### config.mk
export PLATFORM = sky130hd
export DESIGN_NAME = regfile_mp
export DESIGN_NICKNAME = d
export VERILOG_FILES = /design/src/rtl/lemon_rf_pkg.sv /design/src/rtl/regfile_scoreboard.sv /design/src/rtl/regfile_mp.sv
export SDC_FILE = /design/constraint.sdc
export NUM_CORES = 1
export LEC_CHECK = 0
export ABC_AREA = 0
export BUFFER_PORTS_ARGS = -buffer_cell sky130_fd_sc_hd__buf_2
export CAP_MARGIN = 20
export CORE_MARGIN = 2
export CORE_UTILIZATION = 30
export CTS_CLUSTER_SIZE = 30
export DETAILED_ROUTE_END_ITERATION = 7
export GPL_ROUTABILITY_DRIVEN = 1
export PLACE_DENSITY_LB_ADDON = 0.2
export SLEW_MARGIN = 20
export SYNTH_ARGS = -nofsm -noshare
export SYNTH_HDL_FRONTEND = slang
export SYNTH_SLANG_ARGS = --single-unit
### constraint.sdc
create_clock -name clk -period 3.5 [get_ports clk]
set_input_delay 0.175 -clock clk [delete_from_list [all_inputs] [get_ports clk]]
set_output_delay 0.175 -clock clk [all_outputs]
set_load 0.005 [all_outputs]
### src/rtl/lemon_rf_pkg.sv
// rtl/lemon_rf_pkg.sv - shared types, default widths and bypass winner select for the LemonPC register file
package lemon_rf_pkg;

  typedef enum logic {
    RF_CLEAR = 1'b0,
    RF_READY = 1'b1
  } rf_state_e;

  localparam int RF_AW     = 5;
  localparam int RF_DW     = 32;
  localparam int RF_MAX_NW = 2;

  // Highest-numbered matching write port wins; -1 when no port matches.
  function automatic int rf_bypass_sel(input logic [RF_MAX_NW-1:0] hit);
    int sel;
    sel = -1;
    for (int j = 0; j < RF_MAX_NW; j++) begin
      if (hit[j]) sel = j;
    end
    return sel;
  endfunction

endpackage

### src/rtl/regfile_scoreboard.sv
// rtl/regfile_scoreboard.sv - per-register pending-write bits with set-over-clear priority and rs_busy lookup
module regfile_scoreboard
  import lemon_rf_pkg::*;
#(
  parameter int AW = RF_AW,
  parameter int NW = 1,
  parameter int NR = 2
) (
  input  logic             clk,
  input  logic             rst,
  input  logic             active,
  input  logic [NW-1:0]    wen,
  input  logic [NW*AW-1:0] wd_addr,
  input  logic             sb_set,
  input  logic [AW-1:0]    sb_rd,
  input  logic [NR*AW-1:0] rs_addr,
  output logic [NR-1:0]    rs_busy
);

  logic [2**AW-1:0] busy;

  // Later non-blocking assignments take precedence: clears first, then the newer reservation.
  always_ff @(posedge clk or posedge rst) begin
    if (rst) begin
      busy <= '0;
    end else if (active) begin
      for (int j = 0; j < NW; j++) begin
        if (wen[j]) busy[wd_addr[j*AW +: AW]] <= 1'b0;
      end
      if (sb_set) busy[sb_rd] <= 1'b1;
      busy[0] <= 1'b0;
    end
  end

  always_comb begin
    rs_busy = '0;
    for (int i = 0; i < NR; i++) begin
      rs_busy[i] = active & busy[rs_addr[i*AW +: AW]];
    end
  end

endmodule

### src/rtl/regfile_mp.sv
// rtl/regfile_mp.sv - multi-port register file with x0 hardwired, optional bypass, scoreboard and post-reset clear sweep
// Optional REGFILE_TRACE_EN adds a simulation-only change trace of the array.
module regfile_mp
  import lemon_rf_pkg::*;
#(
  parameter int AW     = RF_AW,
  parameter int DW     = RF_DW,
  parameter int NR     = 2,
  parameter int NW     = 1,
  parameter int BYPASS = 1
) (
  input  logic             clk,
  input  logic             rst,
  input  logic [NR*AW-1:0] rs_addr,
  output logic [NR*DW-1:0] rs_data,
  output logic [NR-1:0]    rs_busy,
  input  logic [NW-1:0]    wen,
  input  logic [NW*AW-1:0] wd_addr,
  input  logic [NW*DW-1:0] wd_data,
  input  logic             sb_set,
  input  logic [AW-1:0]    sb_rd,
  output logic             ready
);

  rf_state_e     state;
  logic [AW-1:0] cnt;
  logic [DW-1:0] rf [2**AW];

  always_ff @(posedge clk or posedge rst) begin
    if (rst) begin
      state <= RF_CLEAR;
      cnt   <= AW'(1);
      ready <= 1'b0;
    end else if (state == RF_CLEAR) begin
      if (cnt == '1) begin
        state <= RF_READY;
        ready <= 1'b1;
      end else begin
        cnt <= cnt + 1'b1;
      end
    end
  end

  // Ascending port order makes the highest-numbered port win a same-address collision.
  always_ff @(posedge clk) begin
    if (state == RF_CLEAR) begin
      rf[cnt] <= '0;
    end else begin
      for (int j = 0; j < NW; j++) begin
        if (wen[j] && wd_addr[j*AW +: AW] != '0)
          rf[wd_addr[j*AW +: AW]] <= wd_data[j*DW +: DW];
      end
    end
  end

  for (genvar i = 0; i < NR; i++) begin : g_rd
    logic [AW-1:0]        ra;
    logic [RF_MAX_NW-1:0] hit;
    logic [DW-1:0]        rd;
    int                   bsel;

    assign ra = rs_addr[i*AW +: AW];

    always_comb begin
      hit = '0;
      for (int j = 0; j < NW; j++) begin
        hit[j] = wen[j] && (wd_addr[j*AW +: AW] == ra);
      end
      bsel = rf_bypass_sel(hit);
      rd   = '0;
      if (state == RF_READY && ra != '0) begin
        if (BYPASS != 0 && bsel >= 0) rd = wd_data[bsel*DW +: DW];
        else                          rd = rf[ra];
      end
    end

    assign rs_data[i*DW +: DW] = rd;
  end

  regfile_scoreboard #(
    .AW (AW),
    .NW (NW),
    .NR (NR)
  ) u_scoreboard (
    .clk     (clk),
    .rst     (rst),
    .active  (ready),
    .wen     (wen),
    .wd_addr (wd_addr),
    .sb_set  (sb_set),
    .sb_rd   (sb_rd),
    .rs_addr (rs_addr),
    .rs_busy (rs_busy)
  );

`ifdef REGFILE_TRACE_EN
  logic [DW-1:0] shadow [2**AW];

  always @(posedge clk) begin : trace
    bit later;
    if (state == RF_CLEAR) begin
      shadow[cnt] <= '0;
    end else begin
      for (int j = 0; j < NW; j++) begin
        later = 1'b0;
        for (int k = j + 1; k < NW; k++) begin
          if (wen[k] && wd_addr[k*AW +: AW] == wd_addr[j*AW +: AW]) later = 1'b1;
        end
        if (wen[j] && wd_addr[j*AW +: AW] != '0 && !later) begin
          if (shadow[wd_addr[j*AW +: AW]] !== wd_data[j*DW +: DW])
            $display("x%0d changed, from 0x%h(%0d) to 0x%h(%0d)",
                     wd_addr[j*AW +: AW],
                     shadow[wd_addr[j*AW +: AW]], $signed(shadow[wd_addr[j*AW +: AW]]),
                     wd_data[j*DW +: DW], $signed(wd_data[j*DW +: DW]));
          shadow[wd_addr[j*AW +: AW]] <= wd_data[j*DW +: DW];
        end
      end
    end
  end
`endif

endmodule

==> out/qor.yml <==
worst_hold_path:
  worst_hold_path_type: "input pin to register"
pwr:
  seqPwrFrac: 0.488
  clkPwrFrac: 0.419
  combinationalPowerShare: 0.093
  vdd.ir_drop.worst_mv: 0.3968
  power_density_nw_per_um2: 486.1
  switching_share: 0.2363
  p_leak_nw: 20.69
  p_int_mw: 22.02
  p_switching_mw: 6.815
synth:
  ys_ff_latch: 1062
  yosys-top-cells-area: "edfxtp_1 (61%), mux4_2 (23%), mux2i_1 (3.3%), dfrtp_1 (1.8%), nand2_1 (1.1%)"
  synth_ff_type: "edfxtp_1"
  async_flop_share: 0.03578
  synth_top_area_frac: 0.6080
  synthDistinctLibCells: 57
  synth.most_common_cell: "edfxtp_1"
  synth_warnings: 0
  syn-mean-instance-area_um2: 18.79
  yosys.area.top_type: "edfxtp_1"
  synth_area_um2: 50570
  synth_edf_count: 1024
  syn_nets: 2750
  synth_cells: 2692
  seq_area_frac_synth: 0.6268
  yosys-top-cells-count: "edfxtp_1 (1024), mux4_2 (525), mux2i_1 (168)"
clock_network:
  cts-root-buf: "clkbuf_16"
  htreeDepth: 3
  post_cts_buffers: 0
  cts_tree: "yes"
  clk_path_buf_depth: 3
  clock_latency_ns: 0.72
  cts_buffers: 110
  numClockSinks: 1062
  cts.clk_slew.worst_paths_ns: 0.07
worst_setup_path:
  worst-setup-path-type: "register to output pin"
  cp_data_arrival_time_ns: 3.13
  crit_fanout: 31
  endpoint_kind: "output pin"
  start_kind: "register"
  slowest_stage: "dfrtp_2"
  critPathBufInv: 3
  cp_data_required_time_ns: 3.32
  cp_cell_sequence: "inv_1 -> a21oi_1 -> o211ai_1 -> buf_12 -> a211oi_1 -> a211o_1 -> buf_2"
  cpPeakStageDelay_ns: 0.54
  crit_family: "compound AO/OA/AOI/OAI gates"
layout:
  layout-drive-gt1-share: 0.3617
  utilization: 0.3548
  syn_to_final_growth_pct: 17.32
  fin_nets: 2966
floorplan:
  core_region_area_um2: 167200
  ios: 123
  num_rows: 150
  die_w_um: 414.6
  initial_core_util: 0.3024
  die_height_um: 414.6
  die_area_um2: 171900
routing:
  drtPass1Iterations: 6
  drcViolationCount: 0
  postRouteAntennaNets: 0
  first_iter_violations: 3181
  routed_wl_um: 172100
  wl_per_cell_um: 33.06
  via_count: 29620
  avgViaCountPerCell: 5.690
global_routing:
  grt_busiest_layer: "met2"
  grt.met3_usage: 0.02336
  use_met2: 0.3374
  grt_use_total: 0.1975
  grt_overflow: 0
  grt_pass1_wl_um: 242700
  met1_usage: 0.2522
  grt_max_degree: 69
  grt_pass1_vias: 31450
  antenna_found_initial: 4
sta:
  timing.fmax_ghz: 0.3022
  relSlewSlack: 0.2304
  fin_skew_ns: 0.02204
  hold_violations: 0
  rsz0062_at_grt: "false"
  slew_viol_final: 0
  post-route-period-util: 0.9455
  setup_viol: 0
  worstMarginPinSlew_ns: 1.149
  finalSetupTns_ns: 0
  fin_hold_ws_ns: 0.05972
  fin_crit_ns: 3.309
run_status:
  status: "finished clean"
placed_design:
  dp_hpwl_um: 106100
  port_buffers: 122
  gp_congestion: 0.8375
flow_run:
  drv_cap: 0
## state kept, by name, indices dropped and copies added (netlist names)
name               cells
rf                  1024
u_scoreboard.busy     31
cnt                    5
ready                  1
state                  1
## per-layer routing
layer,vias to the layer above,routed length [um]
li1,11930,-
met3,271,9212
met1,16230,68950
met2,1192,86070
met4,0,7857
met5,-,0
## power groups by stage
| stage | combinational (mW) | sequential (mW) | clock (mW) |
|---|---|---|---|
| after CTS | 2.70 | 14.1 | 12.3 |
| after global routing | 2.82 | 14.1 | 12.8 |
| after floorplan | 1.50 | 14.3 | 0 |
| final | 2.68 | 14.1 | 12.1 |
| after global placement | 2.65 | 14.3 | 0 |
| after detailed placement | 2.68 | 14.3 | 0 |
## area by class of cell
type / instances / area (um^2)
multi-input cells: 1399 / 18120
well taps: 2204 / 2758
clock inverters: 76 / 799.5
fillers: 15370 / 107900
inverters: 8 / 35.03
repair buffers: 327 / 3045
clock buffers: 128 / 2863
flip-flops and latches: 1062 / 31700
diodes: 2 / 5.005
## through the flow
| step | worst slack [ns] | power, mW | area [um^2] | instances |
|---|---|---|---|---|
| 2_1_floorplan | 0.2290 | 15.83 | 50570 | 2692 |
| 3_3_place_gp | 0.2945 | 16.98 | 55430 | 4983 |
| 3_5_place_dp | 0.3897 | 17.02 | 55450 | 4984 |
| 4_1_cts | 0.1366 | 29.09 | 59310 | 5204 |
| 5_1_grt | 0.07584 | 29.64 | 59330 | 5205 |
| 6_report | 0.1906 | 28.84 | 59330 | 5206 |
## path summary, 6_finish.rpt
kind	from	depth (start not counted)	slack, ns	to
hold / removal	wd_addr[1]	4	0.06	u_scoreboard.busy[11]
hold reg to reg	u_scoreboard.busy[22]	2	0.55	u_scoreboard.busy[22]
min in group asynchronous	rst	3	0.08	u_scoreboard.busy[28]
max in group asynchronous	rst	4	2.80	cnt[0]
setup / recovery	state	7	0.19	rs_data[24]
setup reg to reg	state	4	0.83	rf[23][16]
## cells by family after synthesis
kind of cell / count (synthesis) / share of synthesized area
DFF: 1062 / 0.6268
muxes: 698 / 0.2682
and+or+nand+nor: 363 / 0.03535
AOI/OAI and AO/OA: 323 / 0.04525
buffers and inverters: 231 / 0.02167
xor gates and xnor gates: 13 / 0.002251
adders and majority gates: 2 / 0.0004947
## what timing repair did
item	CTS	global route
setup endpoints to repair	13	0
gates resized for setup	10	0
endpoints found under the hold margin	68	0
hold buffers	16	0
## worst min-delay path, stage by stage
cell,delay [ns]
buf_2,0.20
nand3_1,0.18
o21ai_0,0.10
o21ai_0,0.08
## layout by cell type (no fill, tap or decap), types with 56 or more instances in the layout
master,instances
buf_12,64
buf_4,126
mux2i_1,168
o21ai_0,98
nand2_1,143
mux4_2,525
a211oi_1,56
edfxtp_1,1024
and3_1,83
clkbuf_16,112
buf_2,115
(Power assumes the default switching activity.)
